### config.mk
export PLATFORM = sky130hd
export DESIGN_NAME = unidad_control_multiciclo
export DESIGN_NICKNAME = d
export VERILOG_FILES = /design/src/rtl/unidad_control_multiciclo.sv
export SDC_FILE = /design/constraint.sdc
export NUM_CORES = 1
export LEC_CHECK = 0
export BUFFER_PORTS_ARGS = -buffer_cell sky130_fd_sc_hd__buf_2
export CAP_MARGIN = 20
export CORE_MARGIN = 2
export CORE_UTILIZATION = 37
export DETAILED_ROUTE_END_ITERATION = 8
export GPL_TIMING_DRIVEN = 0
export HOLD_SLACK_MARGIN = 0.12
export MAX_ROUTING_LAYER = met4
export PLACE_DENSITY_LB_ADDON = 0.12
export SLEW_MARGIN = 20
export SYNTH_ARGS = -nofsm -noshare
export SYNTH_HDL_FRONTEND = slang
export SYNTH_SLANG_ARGS = --single-unit
### constraint.sdc
create_clock -name clk -period 1.2 [get_ports clk]
set_input_delay 0.18 -clock clk [delete_from_list [all_inputs] [get_ports clk]]
set_output_delay 0.18 -clock clk [all_outputs]
set_load 0.03 [all_outputs]
### src/rtl/unidad_control_multiciclo.sv
// Multicycle main control FSM for the MIPS-subset datapath.
// Moore decode of every datapath mux/enable from the registered state; pc_write in BRANCH and ext_op/alu_op in I_EXEC also look at inputs.
module unidad_control_multiciclo #(
  localparam int unsigned OPCODE_W = 6
) (
  input  logic                clk,
  input  logic                reset,
  input  logic [OPCODE_W-1:0] opcode,
  input  logic                zero,
  output logic                pc_write,
  output logic                iord,
  output logic                mem_read,
  output logic                mem_write,
  output logic                ir_write,
  output logic                reg_dst,
  output logic                mem_to_reg,
  output logic                reg_write,
  output logic                alu_src_a,
  output logic [1:0]          alu_src_b,
  output logic                ext_op,
  output logic [1:0]          alu_op,
  output logic [1:0]          pc_source,
  output logic [3:0]          estado
);

  localparam int unsigned STATE_W = 4;

  localparam logic [OPCODE_W-1:0] OP_RTYPE = 6'b000000;
  localparam logic [OPCODE_W-1:0] OP_LW    = 6'b100011;
  localparam logic [OPCODE_W-1:0] OP_SW    = 6'b101011;
  localparam logic [OPCODE_W-1:0] OP_BEQ   = 6'b000100;
  localparam logic [OPCODE_W-1:0] OP_J     = 6'b000010;
  localparam logic [OPCODE_W-1:0] OP_ADDI  = 6'b001000;
  localparam logic [OPCODE_W-1:0] OP_ANDI  = 6'b001100;
  localparam logic [OPCODE_W-1:0] OP_ORI   = 6'b001101;

  localparam logic [1:0] SRCB_REG    = 2'b00;
  localparam logic [1:0] SRCB_FOUR   = 2'b01;
  localparam logic [1:0] SRCB_IMM    = 2'b10;
  localparam logic [1:0] SRCB_IMM_SH = 2'b11;

  localparam logic [1:0] ALU_ADD   = 2'b00;
  localparam logic [1:0] ALU_SUB   = 2'b01;
  localparam logic [1:0] ALU_FUNCT = 2'b10;
  localparam logic [1:0] ALU_LOGIC = 2'b11;

  localparam logic [1:0] PCSRC_ALU    = 2'b00;
  localparam logic [1:0] PCSRC_ALUOUT = 2'b01;
  localparam logic [1:0] PCSRC_JUMP   = 2'b10;

  typedef enum logic [STATE_W-1:0] {
    INICIO    = 4'd0,
    FETCH     = 4'd1,
    DECODE    = 4'd2,
    MEM_ADDR  = 4'd3,
    MEM_READ  = 4'd4,
    MEM_WB    = 4'd5,
    MEM_WRITE = 4'd6,
    R_EXEC    = 4'd7,
    R_WB      = 4'd8,
    BRANCH    = 4'd9,
    JUMP      = 4'd10,
    I_EXEC    = 4'd11,
    I_WB      = 4'd12
  } state_t;

  state_t state_q, state_d;

  // State register; reset forces INICIO at once so no pending write survives it.
  always_ff @(posedge clk or posedge reset) begin
    if (reset) begin
      state_q <= INICIO;
    end else begin
      state_q <= state_d;
    end
  end

  // Next-state and output decode.
  always_comb begin
    state_d    = INICIO;
    pc_write   = 1'b0;
    iord       = 1'b0;
    mem_read   = 1'b0;
    mem_write  = 1'b0;
    ir_write   = 1'b0;
    reg_dst    = 1'b0;
    mem_to_reg = 1'b0;
    reg_write  = 1'b0;
    alu_src_a  = 1'b0;
    alu_src_b  = SRCB_REG;
    ext_op     = 1'b1;
    alu_op     = ALU_ADD;
    pc_source  = PCSRC_ALU;
    estado     = STATE_W'(state_q);

    unique case (state_q)
      INICIO: begin
        ext_op  = 1'b0;
        state_d = FETCH;
      end
      FETCH: begin
        mem_read  = 1'b1;
        ir_write  = 1'b1;
        alu_src_b = SRCB_FOUR;
        pc_write  = 1'b1;
        state_d   = DECODE;
      end
      DECODE: begin
        // ALU precomputes the branch target while the opcode is decoded.
        alu_src_b = SRCB_IMM_SH;
        case (opcode)
          OP_LW, OP_SW:             state_d = MEM_ADDR;
          OP_RTYPE:                 state_d = R_EXEC;
          OP_BEQ:                   state_d = BRANCH;
          OP_J:                     state_d = JUMP;
          OP_ADDI, OP_ANDI, OP_ORI: state_d = I_EXEC;
          default:                  state_d = FETCH;
        endcase
      end
      MEM_ADDR: begin
        alu_src_a = 1'b1;
        alu_src_b = SRCB_IMM;
        case (opcode)
          OP_LW:   state_d = MEM_READ;
          OP_SW:   state_d = MEM_WRITE;
          default: state_d = FETCH;
        endcase
      end
      MEM_READ: begin
        mem_read = 1'b1;
        iord     = 1'b1;
        state_d  = MEM_WB;
      end
      MEM_WB: begin
        reg_write  = 1'b1;
        mem_to_reg = 1'b1;
        state_d    = FETCH;
      end
      MEM_WRITE: begin
        mem_write = 1'b1;
        iord      = 1'b1;
        state_d   = FETCH;
      end
      R_EXEC: begin
        alu_src_a = 1'b1;
        alu_op    = ALU_FUNCT;
        state_d   = R_WB;
      end
      R_WB: begin
        reg_write = 1'b1;
        reg_dst   = 1'b1;
        state_d   = FETCH;
      end
      BRANCH: begin
        alu_src_a = 1'b1;
        alu_op    = ALU_SUB;
        pc_source = PCSRC_ALUOUT;
        pc_write  = zero;
        state_d   = FETCH;
      end
      JUMP: begin
        pc_source = PCSRC_JUMP;
        pc_write  = 1'b1;
        state_d   = FETCH;
      end
      I_EXEC: begin
        alu_src_a = 1'b1;
        alu_src_b = SRCB_IMM;
        // Logical immediates zero-extend and take their ALU function from the opcode.
        if (opcode == OP_ANDI || opcode == OP_ORI) begin
          alu_op = ALU_LOGIC;
          ext_op = 1'b0;
        end
        state_d = I_WB;
      end
      I_WB: begin
        reg_write = 1'b1;
        state_d   = FETCH;
      end
      default: begin
        ext_op  = 1'b0;
        state_d = INICIO;
      end
    endcase
  end

endmodule

==> results of run 1 <==
==> synth_stat cells (all sizes together) <==
library cell   n
xnor2          1
o31ai          1
a21boi         1
nor4           2
a21oi          8
o21ai          4
a21o           1
o22ai          1
nor3           4
dfrtp          4
nand3          1
a211oi         1
nor2          17
nand2b         3
o32ai          1
clkbuf         1
inv            4
o311ai         1
buf            4
nand4          1
o41ai          2
nand3b         1
o211a          1
o211ai         1
nor2b          2
or3            1
or2            1
nand2          4
nand4b         1
a31oi          1
==> worst max-delay path, cell delays in order (launching register included) <==
cell and delay (ns):
dfrtp_2 0.43, or2_1 0.23, buf_6 0.13, o31ai_4 0.20
a31oi_4 0.05, buf_6 0.14
==> final timing paths <==
kind,from,end,cells past startpoint
max,estado[3]$_DFF_PP0_,ext_op,5
min,opcode[1],estado[0]$_DFF_PP0_,4
max reg2reg,estado[3]$_DFF_PP0_,estado[1]$_DFF_PP0_,5
min reg2reg,estado[0]$_DFF_PP0_,estado[2]$_DFF_PP0_,1
max in group asynchronous,reset,estado[2]$_DFF_PP0_,3
min in group asynchronous,reset,estado[0]$_DFF_PP0_,3
==> metal layers <==
layer,track usage,wire length (um),up-vias
met5,-,0,-
met4,0.0667,13,0
met3,0.0489,134,2
met2,0.480,992,49
met1,0.358,774,343
li1,-,-,361
==> area by class of cell <==
| cell class | count | area (um2) |
|---|---|---|
| multi-input cells | 63 | 562 |
| repair buffers | 38 | 292 |
| fillers | 76 | 188 |
| flip-flops and latches | 4 | 105 |
| plain buffers | 5 | 75.1 |
| clock buffers | 3 | 22.5 |
| inverters | 4 | 22.5 |
| well taps | 15 | 18.8 |
==> kinds of logic (layout without fill, tap and decap cells) <==
group / count (synthesis) / after routing / synth area share
AND/OR/NAND/NOR: 38 / 38 / 0.379
AO/OA/AOI/OAI: 24 / 24 / 0.312
XOR/XNOR: 1 / 1 / 0.0176
flip-flops: 4 / 4 / 0.201
buffers and inverters: 9 / 50 / 0.0904
==> power breakdown <==
group	internal (mW)	switching [mW]	total [mW]
Clock	0.112	0.0572	0.169
Combinational	0.932	1.20	2.13
Sequential	0.185	0.0736	0.259
Total	1.23	1.33	2.56
==> stage by stage <==
stage | setup TNS, ns | cells
after floorplan | -2.34 | 76
after global placement | -2.08 | 119
after detailed placement | -2.25 | 119
after CTS | -5.17 | 129
after global routing | -6.72 | 132
final | -5.54 | 132
==> what timing repair did <==
item | 4_1_cts | 5_1_grt
hold buffers | 1 | 0
endpoints found under the hold margin | 4 | 0
endpoints found under the setup margin | 19 | 21
pin swaps | 4 | 6
resized for setup | 35 | 8
buffers inserted | 6 | 3
==> results.ini, run 1 <==
[floorplan]
core_area_um2=1280
die_w_um=40.7
initial_utilization=0.388
dieArea_um2=1660
fp.dieH_um=40.7
ioPinCount=29
rows=13

[route]
wl_per_cell_um=14.5
drc=0
num_vias=755
drt_wl_total_mm=1.91
ant_nets=0
drt_pass1_iterations=4
drt_iter0_markers=16
via_per_inst=5.72

[grt]
overflow=0
grt_pass1_vias=665
grt_pass1_wl_mm=3.06
grt_antenna_before_repair=0
grt_max_degree=11
grt_util_all_layers=0.287

[outcome]
violations=negative setup slack
status=finished, violations left

[final_layout]
largest_reg_flops=4
antennaDiodeCount=0
layout_commonest_cell=buf_2
drive_gt1_frac=0.667
final_cell_mix=15 x buf_2, 13 x buf_6, 12 x buf_4, 9 x nor2_1, 7 x nor2_4
final_util=0.854
syn2layout_area_growth_pct=120
nets=128
design_area_um2=1100

[cts]
cts.sink_count=4
cts_tree=yes
insertion_delay_ns=0.24
cts_buffers=3
cts_root_buffer=clkbuf_4
htreeDepth=1
clock_path_buffers=2
path_clk_slew_ns=0.04

[setup_path]
critical_path_required_ns=1.02
critPathKind=reg -> out
startpoint_type=flip-flop
reg2reg_slack_ns=-0.33
crit_arrival_ns=1.41
path_max_fanout=4
cp-end-kind=output pin

[yosys]
yosysUniqueCellTypes=33
yosys.area.top_type=dfrtp_1
synth_top_area_frac=0.201
synth_nets=85
ys_top_cells_by_area=dfrtp_1 20%, nor2_1 13%, a21oi_1 8.0%
synth.avg_cell_area_um2=6.55
syn_area_um2=498
yosysWarnings=0
yosysSeqAreaShare=0.201
synth_seq_cells=4
syn_inst=76

[timing]
fin_crit_sh=1.33
fin_crit_ns=1.59
worst_pin_slew_ns=0.427
clock_skew_ns=0.00240
setup_viol=20
fmax_ghz=0.627
setup_ws_ns=-0.394
maxSlewHeadroom=0.713
rsz0062_at_grt=true
finalHoldViolCount=0
slew_viol_final=0
worst_hold_slack_ns=0.324

[placement]
place_congestion=0.841
dp_worst_setup_slack_ns=-0.304
io_buffers=28
placed_cell_area_um2=840
dp_hpwl_mm=1.18

[run]
cap_violations=0

[hold_path]
hold_class=in -> reg

[power]
p_leak_nw=0.463
total_power_mw=2.56
power_density_nw_per_um2=2330
ir_drop_uv=1150

Note: power is estimated with default switching activity, not from simulation.
==> run 2, diff against run 1 <==
- ABC_AREA: default -> 1
==> run 2 against run 1 <==
Against the previous run:
- the flow still finishes with violations (negative setup slack)
- worst setup slack worse by 0.15 ns
- die area down 1.8%
- total power fell by 1.4%
==> results.ini, run 2 <==
[setup_path]
rr_worst_depth=8
cp_cell_sequence=nand2_4 > inv_1 > nand2_2 > nand2_1 > nor2_1 > nand4_1 > buf_6
startpoint_type=flip-flop
cpPeakStageDelay_ns=0.48
path_max_fanout=5
critical_path_required_ns=1.02
critPathKind=reg -> out
crit_arrival_ns=1.56
r2r_start=estado[0]$_DFF_PP0_
slowest_stage=dfrtp_2
reg2reg_slack_ns=-0.10
crit_start=estado[1]$_DFF_PP0_
cp-end-kind=output pin

[power]
p_leak_nw=0.586
internal-power_mw=1.10
total_power_mw=2.52
power_switching_mw=1.43
combPwrFrac=0.817
ir_drop_uv=2010
swShare=0.565
pwr-share-clk=0.070
pwr-share-seq=0.113
power_density_nw_per_um2=2280

[route]
drt_iter0_markers=53
num_vias=881
drt_pass1_iterations=4
drc=0
via_per_inst=5.58
drt_wl_total_mm=2.77
wl_per_cell_um=17.5
ant_nets=0

[placement]
dp_hpwl_mm=1.17
place_congestion=0.826
placedCellCount=135
io_buffers=28

[floorplan]
core_area_um2=1270
rows=13
fp.dieH_um=40.3
ioPinCount=29
dieArea_um2=1630
die_w_um=40.3
initial_utilization=0.385

[grt]
grt_antenna_before_repair=0
met3_usage=0.133
grtUsageMet2=0.528
grt_pass1_wl_mm=3.42
met1_usage=0.379
overflow=0
grt_pass1_vias=746
grt_util_all_layers=0.337
grt_max_degree=7
grt.busiest_layer=met2

[hold_path]
hold_class=in -> reg
worstHoldPathCells=3
hold_path.startpoint=opcode[3]

[yosys]
synth.avg_cell_area_um2=5.30
ys_top_cells_by_area=nand2_1 22%, dfrtp_1 21%, nor2_1 12%
ys_async_sr_fraction=1.00
yosysSeqAreaShare=0.205
yosys.area.top_type=nand2_1
synth_nets=101
synth_edf_count=0
synth_ff_type=dfrtp_1
yosysWarnings=0
synth_seq_cells=4
yosys-top-cells-count=29 x nand2_1, 15 x nor2_1, 14 x inv_1
yosysUniqueCellTypes=17
syn_area_um2=488
yosysMostFrequentCell=nand2_1
syn_inst=92
synth_top_area_frac=0.223

[outcome]
status=finished, violations left
violations=negative setup slack

[cts]
insertion_delay_ns=0.24
path_clk_slew_ns=0.04
cts_buffers=3
cts_root_buffer=clkbuf_4
htreeDepth=1
cts_tree=yes
clock_path_buffers=2
cts.sink_count=4

[final_layout]
final_cell_mix=21 x nand2_1, 19 x buf_6, 18 x buf_4, 11 x nor2_4, 10 x buf_2
multi_input_area_um2=465
syn2layout_area_growth_pct=127
drive_gt1_frac=0.650
antennaDiodeCount=0
layout_commonest_cell=nand2_1
nets=154
fillers=64
final_util=0.874
stdcell_count=158
largest_reg_flops=4
seq_area_um2=105

[run]
cap_violations=0

[timing]
fin_crit_ns=1.74
finalHoldViolCount=0
worst_pin_slew_ns=0.280
maxSlewHeadroom=0.813
clock_skew_ns=0.00708
rsz0062_at_grt=true
setup_ws_ns=-0.545
slew_viol_final=0
setup_viol=21
fin_crit_sh=1.45
fmax_ghz=0.573

run 2: cell count changes after synthesis, moves of 2 or more:
cell,delta
inv_2,+4
nand3_1,+3
a21oi_1,-7
nor2_2,+5
inv_1,+10
nor2b_1,-2
buf_2,-3
nor3_1,-4
nand4_1,+4
o41ai_1,-2
nand2_2,+2
nor2_1,-2
nand2b_1,-3
nand2_1,+25
run 2: timing repair:
item                                    in CTS  in global routing
pin swaps                                   12                  6
hold endpoints to repair                     4                  0
setup buffers                               15                  6
hold buffers                                 1                  0
endpoints found under the setup margin      16                 21
resized for setup                           48                 22
run 2: layout make-up:
class                      count  share of cell area
multi-input combinational     69               0.420
timing repair buffer          48               0.369
sequential                     4              0.0948
inverter                      19              0.0790
clock buffer                   3              0.0203
tap                           15              0.0169
run 2: critical path: cells and delay by family, from the launching register on:
kind	cells	cell delay [ns]
buffers and inverters	2	0.26
flip-flops	1	0.48
AND/OR/NAND/NOR	5	0.59
run 2: worst paths after layout:
kind | to
worst max-delay path | ext_op
worst min-delay path | estado[1]$_DFF_PP0_
worst max register to register | estado[2]$_DFF_PP0_
worst min register to register | estado[2]$_DFF_PP0_
max in group asynchronous | estado[1]$_DFF_PP0_
min in group asynchronous | estado[0]$_DFF_PP0_
run 2: cells by family after synthesis:
group,synth area share
buffers and inverters,0.146
AO/OA/AOI/OAI,0.0923
flip-flops,0.205
AND/OR/NAND/NOR,0.556
run 2: stage by stage:
| stage | setup slack [ns] | area, um2 | TNS, ns | hold slack [ns] |
|---|---|---|---|---|
| CTS | -0.334 | 1010 | -3.70 | 0.232 |
| floorplan | -0.286 | 549 | -2.04 | -0.0539 |
| global route | -0.591 | 1110 | -6.26 | 0.236 |
| finish | -0.545 | 1110 | -5.47 | 0.225 |
| detailed placement | -0.273 | 708 | -1.45 | 0.0686 |
| global placement | -0.278 | 708 | -1.41 | 0.0600 |
run 2: routing by layer:
metal | vias up | routed length (um) | share of wire
met3 | 14 | 225 | 0.081
li1 | 387 | - | -
met5 | - | 0 | 0
met4 | 0 | 121 | 0.044
met2 | 74 | 1400 | 0.50
met1 | 406 | 1020 | 0.37
run 2: power groups by stage:
stage	registers [mW]	logic (mW)	clock network, mW
5_1_grt	0.292	2.16	0.182
3_5_place_dp	0.263	1.27	0
3_3_place_gp	0.257	1.27	0
6_report	0.285	2.06	0.176
2_1_floorplan	0.330	0.899	0
4_1_cts	0.269	1.75	0.170
